File: config.mk
export PLATFORM = sky130hd
export DESIGN_NAME = cl_cmd_serializer
export DESIGN_NICKNAME = d
export VERILOG_FILES = /design/src/rtl/cl_cmd_serializer.sv
export SDC_FILE = /design/constraint.sdc
export NUM_CORES = 1
export LEC_CHECK = 0
export ABC_AREA = 0
export ABC_CLOCK_PERIOD_IN_PS = 4050
export CORE_ASPECT_RATIO = 1.2
export CORE_MARGIN = 2
export CORE_UTILIZATION = 57
export DETAILED_ROUTE_END_ITERATION = 10
export HOLD_SLACK_MARGIN = 0.06
export PLACE_DENSITY = 0.77
export SLEW_MARGIN = 15
export SYNTH_ARGS = -nofsm -noshare
export SYNTH_HDL_FRONTEND = slang
export SYNTH_SLANG_ARGS = --single-unit
File: constraint.sdc
create_clock -name clk_fix -period 4.05 [get_ports clk_fix]
set_input_delay 0.81 -clock clk_fix [delete_from_list [all_inputs] [get_ports clk_fix]]
set_output_delay 0.81 -clock clk_fix [all_outputs]
set_load 0.05 [all_outputs]
File: src/rtl/cl_cmd_serializer.sv
`default_nettype none
// ============================================================================
//  Module   : cl_cmd_serializer
//  Purpose  : Camera Link serial-control command encoder. Turns one
//             register-write request (bank, addr, data) into a 4-byte
//             UART 8N1 packet {hdr, addr, data, checksum} on txd.
//  Revision : 1.0  initial release
// ============================================================================
module cl_cmd_serializer #(
   parameter logic [7:0]  HDR_BASE = 8'hA0,
   parameter int          GAP_BITS = 1,
   parameter logic [15:0] MIN_DIV  = 16'd4
) (
   input  logic        clk_fix,
   input  logic        rst_fix,
   input  logic        cmd_valid,
   output logic        cmd_ready,
   input  logic [1:0]  cmd_bank,
   input  logic [7:0]  cmd_addr,
   input  logic [7:0]  cmd_data,
   input  logic [15:0] baud_div,
   output logic        txd,
   output logic        busy,
   output logic        pkt_done
);

   localparam logic [2:0] c_st_idle  = 3'd0;
   localparam logic [2:0] c_st_start = 3'd1;
   localparam logic [2:0] c_st_data  = 3'd2;
   localparam logic [2:0] c_st_stop  = 3'd3;
   localparam logic [2:0] c_st_gap   = 3'd4;

   // Terminal value of the gap counter; unused when GAP_BITS is zero.
   localparam logic [2:0] c_gap_last = (GAP_BITS > 0) ? 3'(GAP_BITS - 1) : 3'd0;

   logic [2:0]  state_q,    state_d;
   logic [15:0] cnt_q,      cnt_d;
   logic [15:0] div_q,      div_d;
   logic [2:0]  bit_idx_q,  bit_idx_d;
   logic [1:0]  byte_idx_q, byte_idx_d;
   logic [2:0]  gap_q,      gap_d;
   logic [7:0]  shreg_q,    shreg_d;
   logic [7:0]  addr_q,     addr_d;
   logic [7:0]  data_q,     data_d;
   logic [7:0]  chk_q,      chk_d;
   logic        pend_q,     pend_d;
   logic        pkt_done_q, pkt_done_d;
   logic        txd_q,      txd_d;

   logic        accept;
   logic        bit_end;
   logic        byte_end;
   logic [7:0]  hdr;
   logic [7:0]  next_byte;

   // txd is registered from the state, so the line lags the FSM by one
   // cycle. pend_q covers that lag at the end of a packet: the FSM is
   // already in IDLE but the last gap bit is still on the wire, and
   // pkt_done / cmd_ready are held back until it has gone out.
   assign cmd_ready = ~rst_fix & (state_q == c_st_idle) & ~pend_q;
   assign busy      = ~rst_fix & ((state_q != c_st_idle) | pend_q);
   assign pkt_done  = pkt_done_q;
   assign txd       = txd_q;

   assign accept  = cmd_valid & cmd_ready;
   assign bit_end = (cnt_q == (div_q - 16'd1));
   assign hdr     = HDR_BASE | ({6'd0, cmd_bank} + 8'd1);

   // Byte that follows the one currently indexed: addr, data, then checksum.
   always_comb begin
      next_byte = chk_q;
      case (byte_idx_q)
         2'd0:    next_byte = addr_q;
         2'd1:    next_byte = data_q;
         default: next_byte = chk_q;
      endcase
   end

   // Next-state logic: bit timing, bit/byte sequencing and request latching.
   always_comb begin
      state_d    = state_q;
      cnt_d      = cnt_q;
      div_d      = div_q;
      bit_idx_d  = bit_idx_q;
      byte_idx_d = byte_idx_q;
      gap_d      = gap_q;
      shreg_d    = shreg_q;
      addr_d     = addr_q;
      data_d     = data_q;
      chk_d      = chk_q;
      pend_d     = 1'b0;
      pkt_done_d = pend_q;
      byte_end   = 1'b0;

      case (state_q)
         c_st_idle: begin
            if (accept) begin
               addr_d     = cmd_addr;
               data_d     = cmd_data;
               chk_d      = hdr ^ cmd_addr ^ cmd_data;
               shreg_d    = hdr;
               div_d      = (baud_div < MIN_DIV) ? MIN_DIV : baud_div;
               cnt_d      = 16'd0;
               byte_idx_d = 2'd0;
               state_d    = c_st_start;
            end
         end
         c_st_start: begin
            if (bit_end) begin
               cnt_d     = 16'd0;
               bit_idx_d = 3'd0;
               state_d   = c_st_data;
            end else begin
               cnt_d = cnt_q + 16'd1;
            end
         end
         c_st_data: begin
            if (bit_end) begin
               cnt_d   = 16'd0;
               shreg_d = {1'b0, shreg_q[7:1]};
               if (bit_idx_q == 3'd7) begin
                  state_d = c_st_stop;
               end else begin
                  bit_idx_d = bit_idx_q + 3'd1;
               end
            end else begin
               cnt_d = cnt_q + 16'd1;
            end
         end
         c_st_stop: begin
            if (bit_end) begin
               cnt_d = 16'd0;
               if (GAP_BITS > 0) begin
                  gap_d   = 3'd0;
                  state_d = c_st_gap;
               end else begin
                  byte_end = 1'b1;
               end
            end else begin
               cnt_d = cnt_q + 16'd1;
            end
         end
         c_st_gap: begin
            if (bit_end) begin
               cnt_d = 16'd0;
               if (gap_q == c_gap_last) begin
                  byte_end = 1'b1;
               end else begin
                  gap_d = gap_q + 3'd1;
               end
            end else begin
               cnt_d = cnt_q + 16'd1;
            end
         end
         default: state_d = c_st_idle;
      endcase

      // End of a byte: chain straight into the next start bit, or finish.
      if (byte_end) begin
         if (byte_idx_q != 2'd3) begin
            byte_idx_d = byte_idx_q + 2'd1;
            shreg_d    = next_byte;
            state_d    = c_st_start;
         end else begin
            pend_d  = 1'b1;
            state_d = c_st_idle;
         end
      end
   end

   // Line level for the state held during the current cycle.
   always_comb begin
      txd_d = 1'b1;
      case (state_q)
         c_st_start: txd_d = 1'b0;
         c_st_data:  txd_d = shreg_q[0];
         default:    txd_d = 1'b1;
      endcase
   end

   // State and datapath registers; reset discards any packet in flight.
   always_ff @(posedge clk_fix) begin
      if (rst_fix) begin
         state_q    <= c_st_idle;
         cnt_q      <= 16'd0;
         div_q      <= MIN_DIV;
         bit_idx_q  <= 3'd0;
         byte_idx_q <= 2'd0;
         gap_q      <= 3'd0;
         shreg_q    <= 8'd0;
         addr_q     <= 8'd0;
         data_q     <= 8'd0;
         chk_q      <= 8'd0;
         pend_q     <= 1'b0;
         pkt_done_q <= 1'b0;
         txd_q      <= 1'b1;
      end else begin
         state_q    <= state_d;
         cnt_q      <= cnt_d;
         div_q      <= div_d;
         bit_idx_q  <= bit_idx_d;
         byte_idx_q <= byte_idx_d;
         gap_q      <= gap_d;
         shreg_q    <= shreg_d;
         addr_q     <= addr_d;
         data_q     <= data_d;
         chk_q      <= chk_d;
         pend_q     <= pend_d;
         pkt_done_q <= pkt_done_d;
         txd_q      <= txd_d;
      end
   end

endmodule
`default_nettype wire

# --- After elaboration in Yosys (flattened, before gate mapping) ---
# Index checks and enable logic that the tools add are counted.
word_totals:
  out_inout_bits: 4
  inputBits: 37
  reg_bits: 78
  wordCells: 99
op_classes:
  n_reduce_logical: 14
  n_mux: 34
  n_eq_ne: 21
  add_sub_neg: 6
  order_cmp: 1
  bitwise: 10
op_table:
  columns: ["op", "n"]
  rows:
  - ["2-to-1 mux 16 bit", 3]
  - ["2-to-1 mux 3 bit", 11]
  - ["2-to-1 mux 8 bit", 4]
  - ["one-hot mux 16 bit (2 select lines)", 1]
  - ["one-hot mux 8 bit (2 select lines)", 2]
  - ["!= test 2 bit, second input constant", 9]
  - ["adder 16 x 1 -> 16 bit, second input constant", 1]
  - ["equality test 16 bit", 1]
  - ["< comparator 16 x 3 -> 1 bit, second input constant", 1]
  - ["subtractor 16 x 1 -> 16 bit, second input constant", 1]
  - ["XOR 8 bit", 2]
  - ["!= test 3 bit, second input constant", 5]
  - ["one-hot mux 3 bit (5 select lines)", 1]
  - ["one-hot mux 3 bit (2 select lines)", 2]
  - ["2-to-1 mux 2 bit", 4]
  - ["AND reduction 4 bit", 2]
  - ["adder 3 x 1 -> 3 bit, second input constant", 2]
  - ["equality test 3 x 2 -> 1 bit, second input constant", 2]
  - ["equality test 3 bit, second input constant", 2]
  - ["zero test 3 bit", 2]
  - ["AND reduction 6 bit", 1]
  - ["nonzero test 2 bit", 3]
  - ["2-to-1 mux 1 bit", 5]
  - ["bitwise AND 1 bit", 4]
  - ["12 further kinds", 15]

# --- Logic depth before layout (Yosys ltp) ---
logic_depth:
  ltp_word: 8
  depth_mapped: 12
  ltp_nobuf: 9

# --- Worst setup path before layout ---
# Ideal clock, no wire load.
synth_timing:
  path_kind: "register to register"
  from: "reg div_q[0]"
  to: "reg bit_idx_q[2]"
  synth_period_minus_slack_ps: 3189
  setup_slack_ps: 861
  path_buffers: 2
  required_time_ps: 3980
  setup_ps: 70
  path_stages_with_launch: 12
  arrival_time_ps: 3119
  path_cell_list: "dfxtp_1 > inv_1 > ha_1 > or4b_4 > nor4_4 > xnor2_1 > or3_1 > buf_2 > or4_4 > buf_6 > or4_1 > a21oi_1"
synth_between:
  elab_chain_len: 4
  elab_cells_between_ends: 5
  classes_between: "add/sub: 1; eq/ne: 3; reduce/logical: 1"
synth_rtl:
  columns: ["item", "line", "text"]
  rows:
  - ["start: declaration", "38", "logic [15:0] div_q, div_d;"]
  - ["start signal: assignment", "200", "div_q <= div_d;"]
  - ["subtractor 16 x 1 -> 16 bit (*)", "66", "assign bit_end = (cnt_q == (div_q - 16'd1));"]
  - ["equality test 16 bit (*)", "66", null]
  - ["!= test 2 bit (no line)", null, null]
  - ["AND reduction 4 bit (no line) (*)", null, null]
  - ["end signal: assignment", "201", "bit_idx_q <= bit_idx_d;"]
  - ["end: declaration", "39", "logic [2:0] bit_idx_q, bit_idx_d;"]
# Mark *: on every way between the ends. The rest lies on a longest branch, timed or not.
# A chain may end at the register's enable or synchronous reset.

# --- Worst setup path after layout ---
layout_timing:
  from: "reg div_q[3]"
  to: "reg cnt_q[2]"
layout_between:
  elab_chain_len: 4
layout_rtl:
  columns: ["item", "line", "text"]
  rows:
  - ["subtractor 16 x 1 -> 16 bit", "66", null]
  - ["equality test 16 bit", "66", null]
  - ["2-to-1 mux 16 bit", null, null]
  - ["one-hot mux 16 bit (2 select lines)", "95", "case (state_q)"]
  - ["end signal: assignment", "199", "cnt_q <= cnt_d;"]
  - ["end: declaration", "37", "logic [15:0] cnt_q, cnt_d;"]
# No other way between the ends.

==> results by stage <==
STA:
- The number of endpoints with negative hold slack in the final report is 0.
- The final sum of negative setup slack is 0 ns.
- The final-report setup violation count is 0.
- The setup clock skew after layout is roughly 0.0094 ns.
- Setup repair after global routing left no endpoint under its margin.
- Dividing the final minimum period by the clock period gives 0.8866.
- Measured against its own limit, the worst slew margin works out to 0.4286.
- Counting I/O delays and the setup requirement, the final critical path takes around 3.6 ns.
- In the post-route analysis, the smallest setup slack over all paths is approximately 0.46 ns.
- At the pin with the least slew margin, the transition time is 0.8492 ns.
- Derived from the worst setup path, the maximum achievable clock frequency is between 0.2 and 0.3 GHz.
- The final max-slew violation count is 0.

Finish:
- Of the cells placed in the final design, the portion with a size suffix greater than 1 is 0.07018.
- The final layout contains a little over 600 nets.
- Relative to the synthesized area, the layout overhead comes to 15.89%.
- In the layout the commonest cells are 85 x sky130_fd_sc_hd__nand2_1, 78 x sky130_fd_sc_hd__dfxtp_1, 43 x sky130_fd_sc_hd__nand3_1.
- The most common cell after layout, fill and taps aside is sky130_fd_sc_hd__nand2_1.
- 0 antenna diodes ended up in the layout.

Critical path:
- The signal on the critical path passes through nor3_1, nand2_1, o311ai_0, nor2_1, or4_4, o211ai_2, nor2_1.
- STA puts the critical path data arrival time at approximately 3.8 ns.
- The stage delay of the slowest cell on the critical path is around 0.74 ns.
- The worst setup path is captured at a flip-flop.
- The most repeated library cell on the critical path is sky130_fd_sc_hd__nor2_1.
- Measured in cells, the most critical reg-to-reg path has a length of 7.
- The worst setup path is launched from a flip-flop.
- The worst reg-to-reg setup slack is roughly 0.46 ns.
- The largest individual stage delay along the critical path comes from the cell sky130_fd_sc_hd__o311ai_0.
- By startpoint and endpoint, the worst setup path is classified as flip-flop to flip-flop.
- The maximum fanout along the worst path is 20.
- The endpoint required time on the critical path is ~4.3 ns.
- The end of the worst register-to-register path is cnt_q[2].
- In this run the critical register-to-register path is launched from div_q[3].

Worst hold path:
- The worst hold path was traced through 2 stages.
- The worst hold path belongs to the class flip-flop to flip-flop.
- For hold timing, the worst endpoint is data_q[4].
- The worst hold path begins at data_q[4].

Job:
- The tool flagged a number of max-cap violations equal to 0.

Global routing:
- The first-pass GRT wire length is approximately 17 mm.
- The initial antenna violation count is 0.
- Across every metal layer, demand over resource in global routing totals 0.2596.
- The total grt overflow is 0.
- The number of global-route vias before repair is 3661.
- Entering global routing, the biggest net connects 38 pins.

Logic synthesis:
- In the synthesized netlist the dominant register cell turns out to be sky130_fd_sc_hd__dfxtp_1.
- After synthesis the netlist holds a flip-flop and latch count of 78.
- Yosys mapped the design onto 61 distinct sky130hd cell types.
- For this run, the register share of the synthesized area comes to 0.3652.
- The number of nets in the synthesized netlist is ~580.
- The synthesized design contains 0 enable-type register cells.
- The yosys synthesis warning count is 0.
- The number of instances in the synthesized netlist is 535.
- The post-synthesis area per instance is 7.991 um2.
- The area of the mapped netlist is approximately 4300 um2.
- The async set or reset register ratio after synthesis is 0.

Drt:
- The detailed router placed between 3k and 4k vias in this run.
- The post-detailed-route via-to-cell ratio is between 6 and 7.
- The residual DRC count is 0.
- The number of DRC violations after detailed-routing iteration 0 is about 240.
- Before antenna repair, the detailed router went through 5 iterations.
- The final wirelength is roughly 11 mm.
- The mean routed wirelength per cell is around 16 um.
- The antenna violation net count after detailed routing is 0.

Clock network:
- The TritonCTS clock tree is built.
- The cell at the root of the clock tree is sky130_fd_sc_hd__clkbuf_8.
- At the later pin of the worst-skew pair, clock insertion delay measures ~0.35 ns.
- The TritonCTS buffer count is 9.
- In this run, post-CTS hold repair placed 0 buffers.
- The clock transition at the registers of the reported paths is ~0.08 ns.
- After clock tree synthesis, the repair step resized 0 gates.
- The H-tree depth reported by CTS is 3.
- The buffer count from post-CTS setup fixing is 0.
- The count of clock tree sinks is just under 80.
- In this run the deepest clock path goes through 2 buffers.

Floorplanning:
- The floorplan step set the die height to 98.87 um.
- The core footprint is 7274 um2.
- The horizontal die dimension is between 80 and 90 um.
- In this run the core area contains 34 standard-cell rows.
- The floorplan step defined a die boundary enclosing between 8000 and 9000 um2.
- The initial utilization of the core area, before any placement, comes to 0.5877.
- The count of pins on the block boundary is 41.

Place:
- In this run the tool buffered the top-level ports with 40 buffer cells.
- Prior to clock tree synthesis, the placed netlist has a worst setup slack of roughly 0.49 ns.
- The global placement routability congestion is roughly 0.95.
- Once detailed placement completed, the half-perimeter wirelength came to between 7 and 8 mm.

Power:
- The leakage component of the power is approximately 1.9 nW.
- For this design the ratio of total power to cell area is between 300 and 400 nW/um2.
- The design draws ~0.0018 W.
- The maximum ir drop on the vdd rail is approximately 0.25 mV.

Run status:
- The run finished with clean final reports.
[cells in the mapped netlist, types with 3 or more instances]
cell type | number | area share
sky130_fd_sc_hd__nand2_1 | 85 | 0.075
sky130_fd_sc_hd__buf_1 | 7 | 0.0061
sky130_fd_sc_hd__or3_1 | 5 | 0.0073
sky130_fd_sc_hd__o21a_1 | 3 | 0.0053
sky130_fd_sc_hd__a22o_1 | 11 | 0.023
sky130_fd_sc_hd__inv_1 | 15 | 0.013
sky130_fd_sc_hd__nand3_1 | 43 | 0.050
sky130_fd_sc_hd__a2111oi_0 | 4 | 0.0082
sky130_fd_sc_hd__mux2_2 | 3 | 0.0079
sky130_fd_sc_hd__nand4b_1 | 3 | 0.0061
sky130_fd_sc_hd__nand4_1 | 6 | 0.0088
sky130_fd_sc_hd__o21ai_0 | 20 | 0.023
sky130_fd_sc_hd__o31ai_1 | 3 | 0.0053
sky130_fd_sc_hd__or4_1 | 7 | 0.012
sky130_fd_sc_hd__clkbuf_1 | 20 | 0.018
sky130_fd_sc_hd__a31oi_1 | 5 | 0.0073
sky130_fd_sc_hd__ha_1 | 10 | 0.029
sky130_fd_sc_hd__nor2_1 | 42 | 0.037
sky130_fd_sc_hd__xnor2_1 | 30 | 0.061
sky130_fd_sc_hd__nor4_1 | 11 | 0.016
sky130_fd_sc_hd__xor2_1 | 16 | 0.033
sky130_fd_sc_hd__nor3b_1 | 3 | 0.0053
sky130_fd_sc_hd__nor3_1 | 17 | 0.020
sky130_fd_sc_hd__and3_1 | 6 | 0.0088
sky130_fd_sc_hd__nand3b_1 | 5 | 0.0088
sky130_fd_sc_hd__a211oi_1 | 15 | 0.026
sky130_fd_sc_hd__dfxtp_1 | 78 | 0.37
sky130_fd_sc_hd__a31o_2 | 3 | 0.0061
sky130_fd_sc_hd__a21oi_1 | 19 | 0.022
[worst max path at each step]
| stage | from | endpoint | slack, ns |
|---|---|---|---|
| 5_1_grt | div_q[3] | cnt_q[10] | 0.08 |
| 6_report | div_q[3] | cnt_q[2] | 0.46 |
| 4_1_cts | div_q[2] | cnt_q[2] | 0.52 |
| 2_1_floorplan | div_q[0] | bit_idx_q[2] | 0.86 |
| 3_5_place_dp | div_q[2] | cnt_q[6] | 0.49 |
| 3_3_place_gp | div_q[0] | cnt_q[15] | 0.72 |
[kinds of logic (layout without fill, tap and decap cells)]
| logic type | after synthesis | after routing | synth area share |
|---|---|---|---|
| compound gates | 103 | 103 | 0.1671 |
| mux | 5 | 5 | 0.01258 |
| fa+ha+maj | 10 | 10 | 0.02927 |
| flops | 78 | 78 | 0.3652 |
| buf+inv | 45 | 80 | 0.04185 |
| xor+xnor | 46 | 46 | 0.09423 |
| simple gates | 248 | 248 | 0.2897 |
[state kept, by name, summed over array words and instances, names as in the netlist]
signal,flops
gap_q,3
shreg_q,8
pend_q,1
div_q,16
cnt_q,16
pkt_done,1
addr_q,8
byte_idx_q,2
chk_q,8
state_q,3
bit_idx_q,3
txd,1
data_q,8
[routing by layer]
metal / routed length [um] / vias up / track usage / share of wire
met5: 0 / - / 0 / 0
met1: 4660 / 1881 / 0.3218 / 0.44
li1: - / 1977 / - / -
met2: 5201 / 108 / 0.4417 / 0.49
met3: 451 / 28 / 0.05193 / 0.043
met4: 269 / 0 / 0.1059 / 0.025
[power breakdown]
part,switching (W),internal [W]
Clock,0.000289,0.000346
Sequential,0.0000403,0.000807
Combinational,0.000163,0.000131
Total,0.000492,0.00128
[final cells by class]
class / instances / area (um2)
Inverter: 15 / 56.30
Clock inverter: 6 / 86.33
Sequential cell: 78 / 1562
Multi-Input combinational cell: 412 / 2535
Fill cell: 643 / 2320
Clock buffer: 10 / 127.6
Timing Repair Buffer: 49 / 475.5
Tap cell: 90 / 112.6
[metrics by stage]
stage          utilization  cells  hold slack [ns]  area (um2)
2_1_floorplan            -    535           0.4337        4275
3_3_place_gp        0.6517    644           0.4428        4741
3_5_place_dp        0.6517    644           0.4450        4741
4_1_cts             0.6811    660           0.4583        4955
5_1_grt             0.6811    660           0.4829        4955
6_report            0.6811    660           0.4601        4955
[critical path: cells and delay by family (launching register included)]
kind             cells  cell delay, ns
flip-flops           1            0.38
AO/OA/AOI/OAI        2            1.29
AND/OR/NAND/NOR      5            1.76
No activity file was read; power rests on OpenSTA's default activity.
